File: src/rtl/mem_stage_ctrl_if.sv
// Execute/memory latch, cache data port and writeback-side signals of the memory stage.
// slave = the memory-stage controller; master = the surrounding pipeline and cache.
interface mem_stage_ctrl_if;
    logic        ex_dREN;
    logic        ex_dWEN;
    logic [5:0]  ex_opcode;
    logic [31:0] ex_addr;
    logic [31:0] ex_wdat;
    logic        ext_stall;
    logic        dhit;
    logic [31:0] dload;
    logic        link_inv;
    logic        dmemREN;
    logic        dmemWEN;
    logic [31:0] dmemaddr;
    logic [31:0] dmemstore;
    logic [31:0] mem_rdata;
    logic        mem_done;
    logic        mem_stall;

    modport master (
        output ex_dREN, ex_dWEN, ex_opcode, ex_addr, ex_wdat,
        output ext_stall, dhit, dload, link_inv,
        input  dmemREN, dmemWEN, dmemaddr, dmemstore,
        input  mem_rdata, mem_done, mem_stall
    );

    modport slave (
        input  ex_dREN, ex_dWEN, ex_opcode, ex_addr, ex_wdat,
        input  ext_stall, dhit, dload, link_inv,
        output dmemREN, dmemWEN, dmemaddr, dmemstore,
        output mem_rdata, mem_done, mem_stall
    );
endinterface

File: src/rtl/mem_stage_ctrl.sv
// Memory-stage request/stall controller with LL/SC link register; requests issue combinationally,
// mem_done pulses the edge after dhit, and mem_stall holds upstream while dhit is low.
module mem_stage_ctrl #(
    parameter logic [5:0] OP_LL = 6'b110000,
    parameter logic [5:0] OP_SC = 6'b111000
) (
    input logic             CLK,
    input logic             RST,
    mem_stage_ctrl_if.slave mif
);

    localparam logic [1:0] IDLE = 2'd0;
    localparam logic [1:0] WAIT = 2'd1;
    localparam logic [1:0] HELD = 2'd2;

    logic [1:0]  state;
    logic [1:0]  state_nxt;
    logic        link_valid;
    logic [31:0] link_addr;
    logic [31:0] data_q;
    logic        done_q;

    logic [31:0] word_addr;
    logic        req;
    logic        is_rd;
    logic        is_wr;
    logic        is_ll;
    logic        is_sc;
    logic        sc_fail;
    logic        active;
    logic        complete;
    logic [31:0] cap_dat;

    assign word_addr = mif.ex_addr & 32'hFFFF_FFFC;
    assign req       = mif.ex_dREN | mif.ex_dWEN;
    // Read wins when both enables are set, so a write is never issued alongside it.
    assign is_rd     = mif.ex_dREN;
    assign is_wr     = mif.ex_dWEN & ~mif.ex_dREN;
    assign is_ll     = is_rd & (mif.ex_opcode == OP_LL);
    assign is_sc     = is_wr & (mif.ex_opcode == OP_SC);

    // The link check is only made on entry; once in WAIT the SC write is committed.
    assign sc_fail   = (state == IDLE) & is_sc &
                       ~(link_valid & (link_addr == word_addr));

    assign active    = ((state == IDLE) & req & ~sc_fail) | (state == WAIT);
    assign complete  = ((state == IDLE) & req & (mif.dhit | sc_fail)) |
                       ((state == WAIT) & mif.dhit);
    assign cap_dat   = is_sc ? {31'd0, ~sc_fail} : mif.dload;

    assign mif.dmemREN   = active & is_rd;
    assign mif.dmemWEN   = active & is_wr;
    assign mif.dmemaddr  = word_addr;
    assign mif.dmemstore = mif.ex_wdat;
    assign mif.mem_stall = active & ~mif.dhit;
    assign mif.mem_rdata = data_q;
    assign mif.mem_done  = done_q;

    always_comb begin
        state_nxt = state;
        case (state)
            IDLE: begin
                if (complete)
                    state_nxt = mif.ext_stall ? HELD : IDLE;
                else if (req)
                    state_nxt = WAIT;
            end
            WAIT: begin
                if (complete)
                    state_nxt = mif.ext_stall ? HELD : IDLE;
            end
            HELD: begin
                if (!mif.ext_stall)
                    state_nxt = IDLE;
            end
            default: state_nxt = IDLE;
        endcase
    end

    always_ff @(posedge CLK) begin
        if (RST) begin
            state  <= IDLE;
            data_q <= 32'd0;
            done_q <= 1'b0;
        end else begin
            state  <= state_nxt;
            done_q <= complete;
            if (complete)
                data_q <= cap_dat;
        end
    end

    // An LL completing in the same cycle as an invalidate keeps its new link.
    always_ff @(posedge CLK) begin
        if (RST) begin
            link_valid <= 1'b0;
            link_addr  <= 32'd0;
        end else if (complete & is_ll) begin
            link_valid <= 1'b1;
            link_addr  <= word_addr;
        end else if (mif.link_inv) begin
            link_valid <= 1'b0;
        end else if (complete & is_wr & (is_sc | (word_addr == link_addr))) begin
            link_valid <= 1'b0;
        end
    end

endmodule

File: src/flat_wrapper.sv
// flat-port wrapper written by rule: the top's interface ports become plain ports
module mem_stage_ctrl_flat 
#(
    parameter logic [5:0] OP_LL = 6'b110000,
    parameter logic [5:0] OP_SC = 6'b111000
)
  (CLK, RST, mif_ex_dREN, mif_ex_dWEN, mif_ex_opcode, mif_ex_addr, mif_ex_wdat, mif_ext_stall, mif_dhit, mif_dload, mif_link_inv, mif_dmemREN, mif_dmemWEN, mif_dmemaddr, mif_dmemstore, mif_mem_rdata, mif_mem_done, mif_mem_stall);
  mem_stage_ctrl_if mif_i ();
  input logic CLK;
  input logic RST;
  input wire logic [$bits(mif_i.ex_dREN)-1:0] mif_ex_dREN;
  input wire logic [$bits(mif_i.ex_dWEN)-1:0] mif_ex_dWEN;
  input wire logic [$bits(mif_i.ex_opcode)-1:0] mif_ex_opcode;
  input wire logic [$bits(mif_i.ex_addr)-1:0] mif_ex_addr;
  input wire logic [$bits(mif_i.ex_wdat)-1:0] mif_ex_wdat;
  input wire logic [$bits(mif_i.ext_stall)-1:0] mif_ext_stall;
  input wire logic [$bits(mif_i.dhit)-1:0] mif_dhit;
  input wire logic [$bits(mif_i.dload)-1:0] mif_dload;
  input wire logic [$bits(mif_i.link_inv)-1:0] mif_link_inv;
  output wire logic [$bits(mif_i.dmemREN)-1:0] mif_dmemREN;
  output wire logic [$bits(mif_i.dmemWEN)-1:0] mif_dmemWEN;
  output wire logic [$bits(mif_i.dmemaddr)-1:0] mif_dmemaddr;
  output wire logic [$bits(mif_i.dmemstore)-1:0] mif_dmemstore;
  output wire logic [$bits(mif_i.mem_rdata)-1:0] mif_mem_rdata;
  output wire logic [$bits(mif_i.mem_done)-1:0] mif_mem_done;
  output wire logic [$bits(mif_i.mem_stall)-1:0] mif_mem_stall;
  assign mif_i.ex_dREN = mif_ex_dREN;
  assign mif_i.ex_dWEN = mif_ex_dWEN;
  assign mif_i.ex_opcode = mif_ex_opcode;
  assign mif_i.ex_addr = mif_ex_addr;
  assign mif_i.ex_wdat = mif_ex_wdat;
  assign mif_i.ext_stall = mif_ext_stall;
  assign mif_i.dhit = mif_dhit;
  assign mif_i.dload = mif_dload;
  assign mif_i.link_inv = mif_link_inv;
  assign mif_dmemREN = mif_i.dmemREN;
  assign mif_dmemWEN = mif_i.dmemWEN;
  assign mif_dmemaddr = mif_i.dmemaddr;
  assign mif_dmemstore = mif_i.dmemstore;
  assign mif_mem_rdata = mif_i.mem_rdata;
  assign mif_mem_done = mif_i.mem_done;
  assign mif_mem_stall = mif_i.mem_stall;
  mem_stage_ctrl #(.OP_LL(OP_LL), .OP_SC(OP_SC)) u_core (.CLK(CLK), .RST(RST), .mif(mif_i));
endmodule
File: config.mk
export PLATFORM = sky130hd
export DESIGN_NAME = mem_stage_ctrl_flat
export DESIGN_NICKNAME = d
export VERILOG_FILES = /design/src/rtl/mem_stage_ctrl_if.sv /design/src/rtl/mem_stage_ctrl.sv /design/src/flat_wrapper.sv
export SDC_FILE = /design/constraint.sdc
export NUM_CORES = 1
export LEC_CHECK = 0
export ABC_AREA = 0
export BUFFER_PORTS_ARGS = -buffer_cell sky130_fd_sc_hd__buf_2
export CORE_MARGIN = 2
export CORE_UTILIZATION = 46
export CTS_CLUSTER_DIAMETER = 80
export DETAILED_ROUTE_END_ITERATION = 6
export PLACE_DENSITY = 0.86
export SETUP_SLACK_MARGIN = 0.02
export SYNTH_ARGS = -nofsm -noshare
export SYNTH_HDL_FRONTEND = slang
export SYNTH_SLANG_ARGS = --single-unit
File: constraint.sdc
create_clock -name CLK -period 4.1 [get_ports CLK]
set_input_delay 0.41 -clock CLK [delete_from_list [all_inputs] [get_ports CLK]]
set_output_delay 0.41 -clock CLK [all_outputs]
set_load 0.05 [all_outputs]
### Word level (Yosys, flattened, before mapping)

Cells that the tools add are included.

* equality and inequality tests: 9
* mux-type cells: 10
* bitwise operators: 25
* reduce and logical (&&, ||, !) cells: 3

Operators with widths (number)
* 30-bit equality test: 2
* 32-bit 2-to-1 mux: 1
* 1-bit AND: 16
* 6-bit equality test, second input constant: 2
* 2-bit 2-to-1 mux: 5
* 2-bit one-hot mux with 3 select lines: 1
* 1-bit OR: 5
* 1-bit NOT: 4
* 1-bit 2-to-1 mux: 3
* 3-bit by 1-bit inequality test with 1-bit output, second input constant: 1
* 3-bit AND reduction: 1
* 3-bit nonzero test: 1
* 2-bit by 1-bit equality test with 1-bit output, second input constant: 1
* 2-bit equality test, second input constant: 1
* 2-bit zero test: 1
* 2-bit by 1-bit inequality test with 1-bit output, second input constant: 1
* 2-bit inequality test, second input constant: 1

* register bits: 66
* input port bits: 109
* output and inout port bits: 100
* logic and storage cells: 52

### Depth between registers and ports, before layout

* word-level depth: 13
* mapped depth: 8

### Worst setup path before layout

Ideal clock, no wire load.

* kind: input to output
* start: in mif_ex_addr[21]
* end: out mif_dmemWEN
* data arrival time: 2212 ps
* slack: 1478 ps
* cell stages on the path: 6
* buffers on the path: 0
* cell sequence: xor2_1 -> nor4_2 -> nand2_1 -> o41ai_1 -> nand2_1 -> nor2_1

* word-level cells in the longest chain between the ends: 8

Ends and longest elaborated chain
* start, declared: line flat_wrapper.sv:14 `input wire logic [$bits(mif_i.ex_addr)-1:0] mif_ex_addr;`
* 30-bit equality test: line mem_stage_ctrl.sv:44 `~(link_valid & (link_addr == word_addr));`
* 1-bit AND: line mem_stage_ctrl.sv:44
* 1-bit NOT: line mem_stage_ctrl.sv:44
* 1-bit AND: line mem_stage_ctrl.sv:43 `assign sc_fail = (state == IDLE) & is_sc &`
* 1-bit NOT: line mem_stage_ctrl.sv:46 `assign active = ((state == IDLE) & req & ~sc_fail) | (state == WAIT);`
* 1-bit AND: line mem_stage_ctrl.sv:46
* 1-bit OR: line mem_stage_ctrl.sv:46
* 1-bit AND: line mem_stage_ctrl.sv:52 `assign mif.dmemWEN = active & is_wr;`
* end, declared: line flat_wrapper.sv:21 `output wire logic [$bits(mif_i.dmemWEN)-1:0] mif_dmemWEN;`

Every way passes these cells.

### Worst setup path in the final report

* start: reg u_core.link_addr[3]
* end: out mif_dmemWEN

* word-level cells in the longest chain between the ends: 8

Ends and longest elaborated chain
* start, declared: line mem_stage_ctrl.sv:19 `logic [31:0] link_addr;`
* start signal, assigned: line mem_stage_ctrl.sv:100 `link_addr <= word_addr;`
* 30-bit equality test: line mem_stage_ctrl.sv:44
* 1-bit AND: line mem_stage_ctrl.sv:44
* 1-bit NOT: line mem_stage_ctrl.sv:44
* 1-bit AND: line mem_stage_ctrl.sv:43
* 1-bit NOT: line mem_stage_ctrl.sv:46
* 1-bit AND: line mem_stage_ctrl.sv:46
* 1-bit OR: line mem_stage_ctrl.sv:46
* 1-bit AND: line mem_stage_ctrl.sv:52

Every way passes these cells.

==> summary.md <==
| Metric | Value |
|---|---|
| Pint | around 1.0 mW |
| Sw frac | 0.313 |
| Worst EP required | 3690 ps |
| Async set-or-reset flop fraction in the synthesized netlist | 0 |
| Clock-pin slew on the worst setup and hold paths | about 80 ps |
| Layout cells sized above 1 | 0.405 |
| Peak VDD IR | 0.000256 V |
| Seq pwr share | 0.446 |
| Routability cong. | 0.788 |
| Ys flop type | dfxtp_1 |
| Distinct cells, synth | 33 |
| Clk pwr share | 0.359 |
| Post-DP HPWL | 5050 um |
| Initial Util | 0.473 |
| Max cap viols | 0 |
| Root Buffer | clkbuf_8 |
| Pre-antenna DRT Iters | 4 |
| Total Wirelength | approximately 6700 um |
| Util after Layout | 0.540 |
| Status | completed |
| Synth Register Bits | 66 |
| Top post-synthesis cells by count | dfxtp_1, buf_4, nor2_1 |
| RSZ-0062 raised after global routing | false |
| Largest area contributor in the netlist | dfxtp_1 |
| Kind of critical path | reg -> out |
| Critical path capture point type | primary output |
| Drt wl/cell | 14.0 um |
| Clock sinks | 66 |
| Crit path arrival time | 2530 ps |
| Setup_tns | 0 ps |
| Die height | 87.3 um |
| Hold crit path type | in -> reg |
| Most frequent cell after synthesis | dfxtp_1 |
| Post-CTS sizing | 0 |
| IO buf count | between 100 and 150 |
| Vias in the first global route | about 2300 |
| Htree depth | 3 |
| Setup Buffers After CTS | 0 |
| Clock Tree Buf Depth | 2 |
| FMAX | 340 MHz |
| Max FO, Critical Path | 3 |
| Fin. max-slew vios | 0 |
| Clk_lat worst skew | about 330 ps |
| Vias | 2421 |
| Pwr Density | 416 nW/um^2 |
| Cell area after synthesis | 3190 um^2 |
| Initial antenna violation count | 0 |
| Largest net degree at the start of global routing | 41 |
| DRC Markers | 0 |
| First-pass GRT wire length | 10400 um |
| CORE AREA | 6760 um^2 |
| Vias per cell | about 5 |
| Area Overhead vs Synth | 14.2% |
| ANT cells | 0 |
| Hold Buf Count CTS | 0 |
| Sequential cell area | 1320 um^2 |
| Remaining global-route overflow | 0 |
| Row cnt | 30 |
| Post-synthesis sequential area ratio | 0.414 |
| TritonCTS clock tree | built |
| Slew @ Worst Pin | 1080 ps |
| Final ANT Viol Nets | 0 |
| Number of flops mapped to enable cells by yosys | 0 |
| Fin. Hold Viols | 0 |
| P_leak | 1.99 nW |
| Post-synth top area share | 0.414 |
| Crit path time final | 2940 ps |
| Normalized max-slew margin | 0.282 |
| YS warnings | 0 |
| Die ar. | 7620 um^2 |
| DRT iter0 DRCs | 86 |
| Multi-input gate area | 1300 um^2 |
| Cts bufs inserted | 9 |
| Psw | 475 uW |
| Largest cells by area after synthesis | dfxtp_1, buf_4, mux2i_1 |
| Combinational share of power | 0.195 |
| Final #Nets | 506 |
| Final period utilization | 0.717 |
| Gate Count Post-Synth | approximately 320 |
| Final Setup Violations | 0 |
| Clock skew | ~9.3 ps |
| Filler instances | 640 |
| Num ports | 209 |
| Die Wd | 87.3 um |
| All-layer global routing usage | 0.173 |
| Crit start category | flop |
| Syn Area/Cell | 9.95 um^2 |
[placed cells by master (no fill, tap or decap), types with 3 or more instances in the layout]
master / n
buf_2: 140
dfxtp_1: 66
nor2_1: 39
a22o_1: 31
xor2_1: 30
mux2i_1: 30
clkbuf_8: 10
nand2_1: 6
nor4_1: 5
nand2b_1: 4
nor2b_1: 3
nor3_1: 3
nand4_1: 3
clkinvlp_4: 3
[layout make-up]
cell class / instances / area share
sequential: 66 / 0.362
multi-input combinational: 176 / 0.356
timing repair buffer: 142 / 0.196
clock buffer: 10 / 0.0377
tap: 80 / 0.0274
clock inverter: 6 / 0.0182
inverter: 2 / 0.00206
[sequential cells by signal, summed over array words and instances, names as in the netlist]
signal,flops
u_core.link_addr,30
u_core.link_valid,1
u_core.mif.mem_done,1
u_core.mif.mem_rdata,32
u_core.state,2
[per-layer routing]
layer / vias to the layer above / track usage / share of wire
li1: 1191 / - / -
met1: 1132 / 0.206 / 0.40
met2: 80 / 0.289 / 0.51
met3: 18 / 0.0493 / 0.066
met4: 0 / 0.0783 / 0.020
met5: - / 0 / 0
[power by group through the flow]
stage	sequential [mW]	combinational (mW)	clock (mW)
detailed placement	0.691	0.297	0
floorplan	0.765	0.241	0
CTS	0.677	0.298	0.563
global route	0.680	0.311	0.591
global placement	0.691	0.292	0
finish	0.678	0.295	0.545
[through the flow]
step                hold WS [ps]  worst slack (ps)  instances  power (mW)  area (um^2)
floorplan                    484              1480        322        1.01         3200
global placement             452              1290        466       0.982         3440
detailed placement           452              1200        466       0.988         3440
CTS                          268              1090        482        1.54         3650
global route                 268               967        482        1.58         3650
finish                       286              1160        482        1.52         3650
[cell families (layout without fill, tap and decap cells)]
family | count (synthesis) | in the layout | share of synthesized area
AOI/OAI and AO/OA | 42 | 42 | 0.114
xor gates and xnor gates | 30 | 30 | 0.0823
buffers and inverters | 80 | 160 | 0.182
DFF | 66 | 66 | 0.414
muxes | 30 | 30 | 0.0940
other | 1 | 2 | 0.00117
and+or+nand+nor | 72 | 72 | 0.112
[critical path, stage by stage (launching register included)]
cell and delay, ps:
dfxtp_1 320, xor2_1 160, nor4_2 300, nand2_1 180, o41ai_1 650, nand2_1 190, nor2_1 120, buf_2 270
[worst paths after layout]
| kind | from | endpoint | slack, ps | cells after the start |
|---|---|---|---|---|
| worst min register to register | u_core.mif.mem_rdata[24]$_SDFFE_PP0P_ | u_core.mif.mem_rdata[24]$_SDFFE_PP0P_ | 470 | 1 |
| worst max-delay path | u_core.link_addr[3]$_SDFFE_PP0P_ | mif_dmemWEN | 1160 | 7 |
| worst max register to register | u_core.link_addr[3]$_SDFFE_PP0P_ | u_core.mif.mem_rdata[22]$_SDFFE_PP0P_ | 1420 | 6 |
| worst min-delay path | mif_dload[15] | u_core.mif.mem_rdata[15]$_SDFFE_PP0P_ | 290 | 2 |
(Power assumes the default switching activity.)
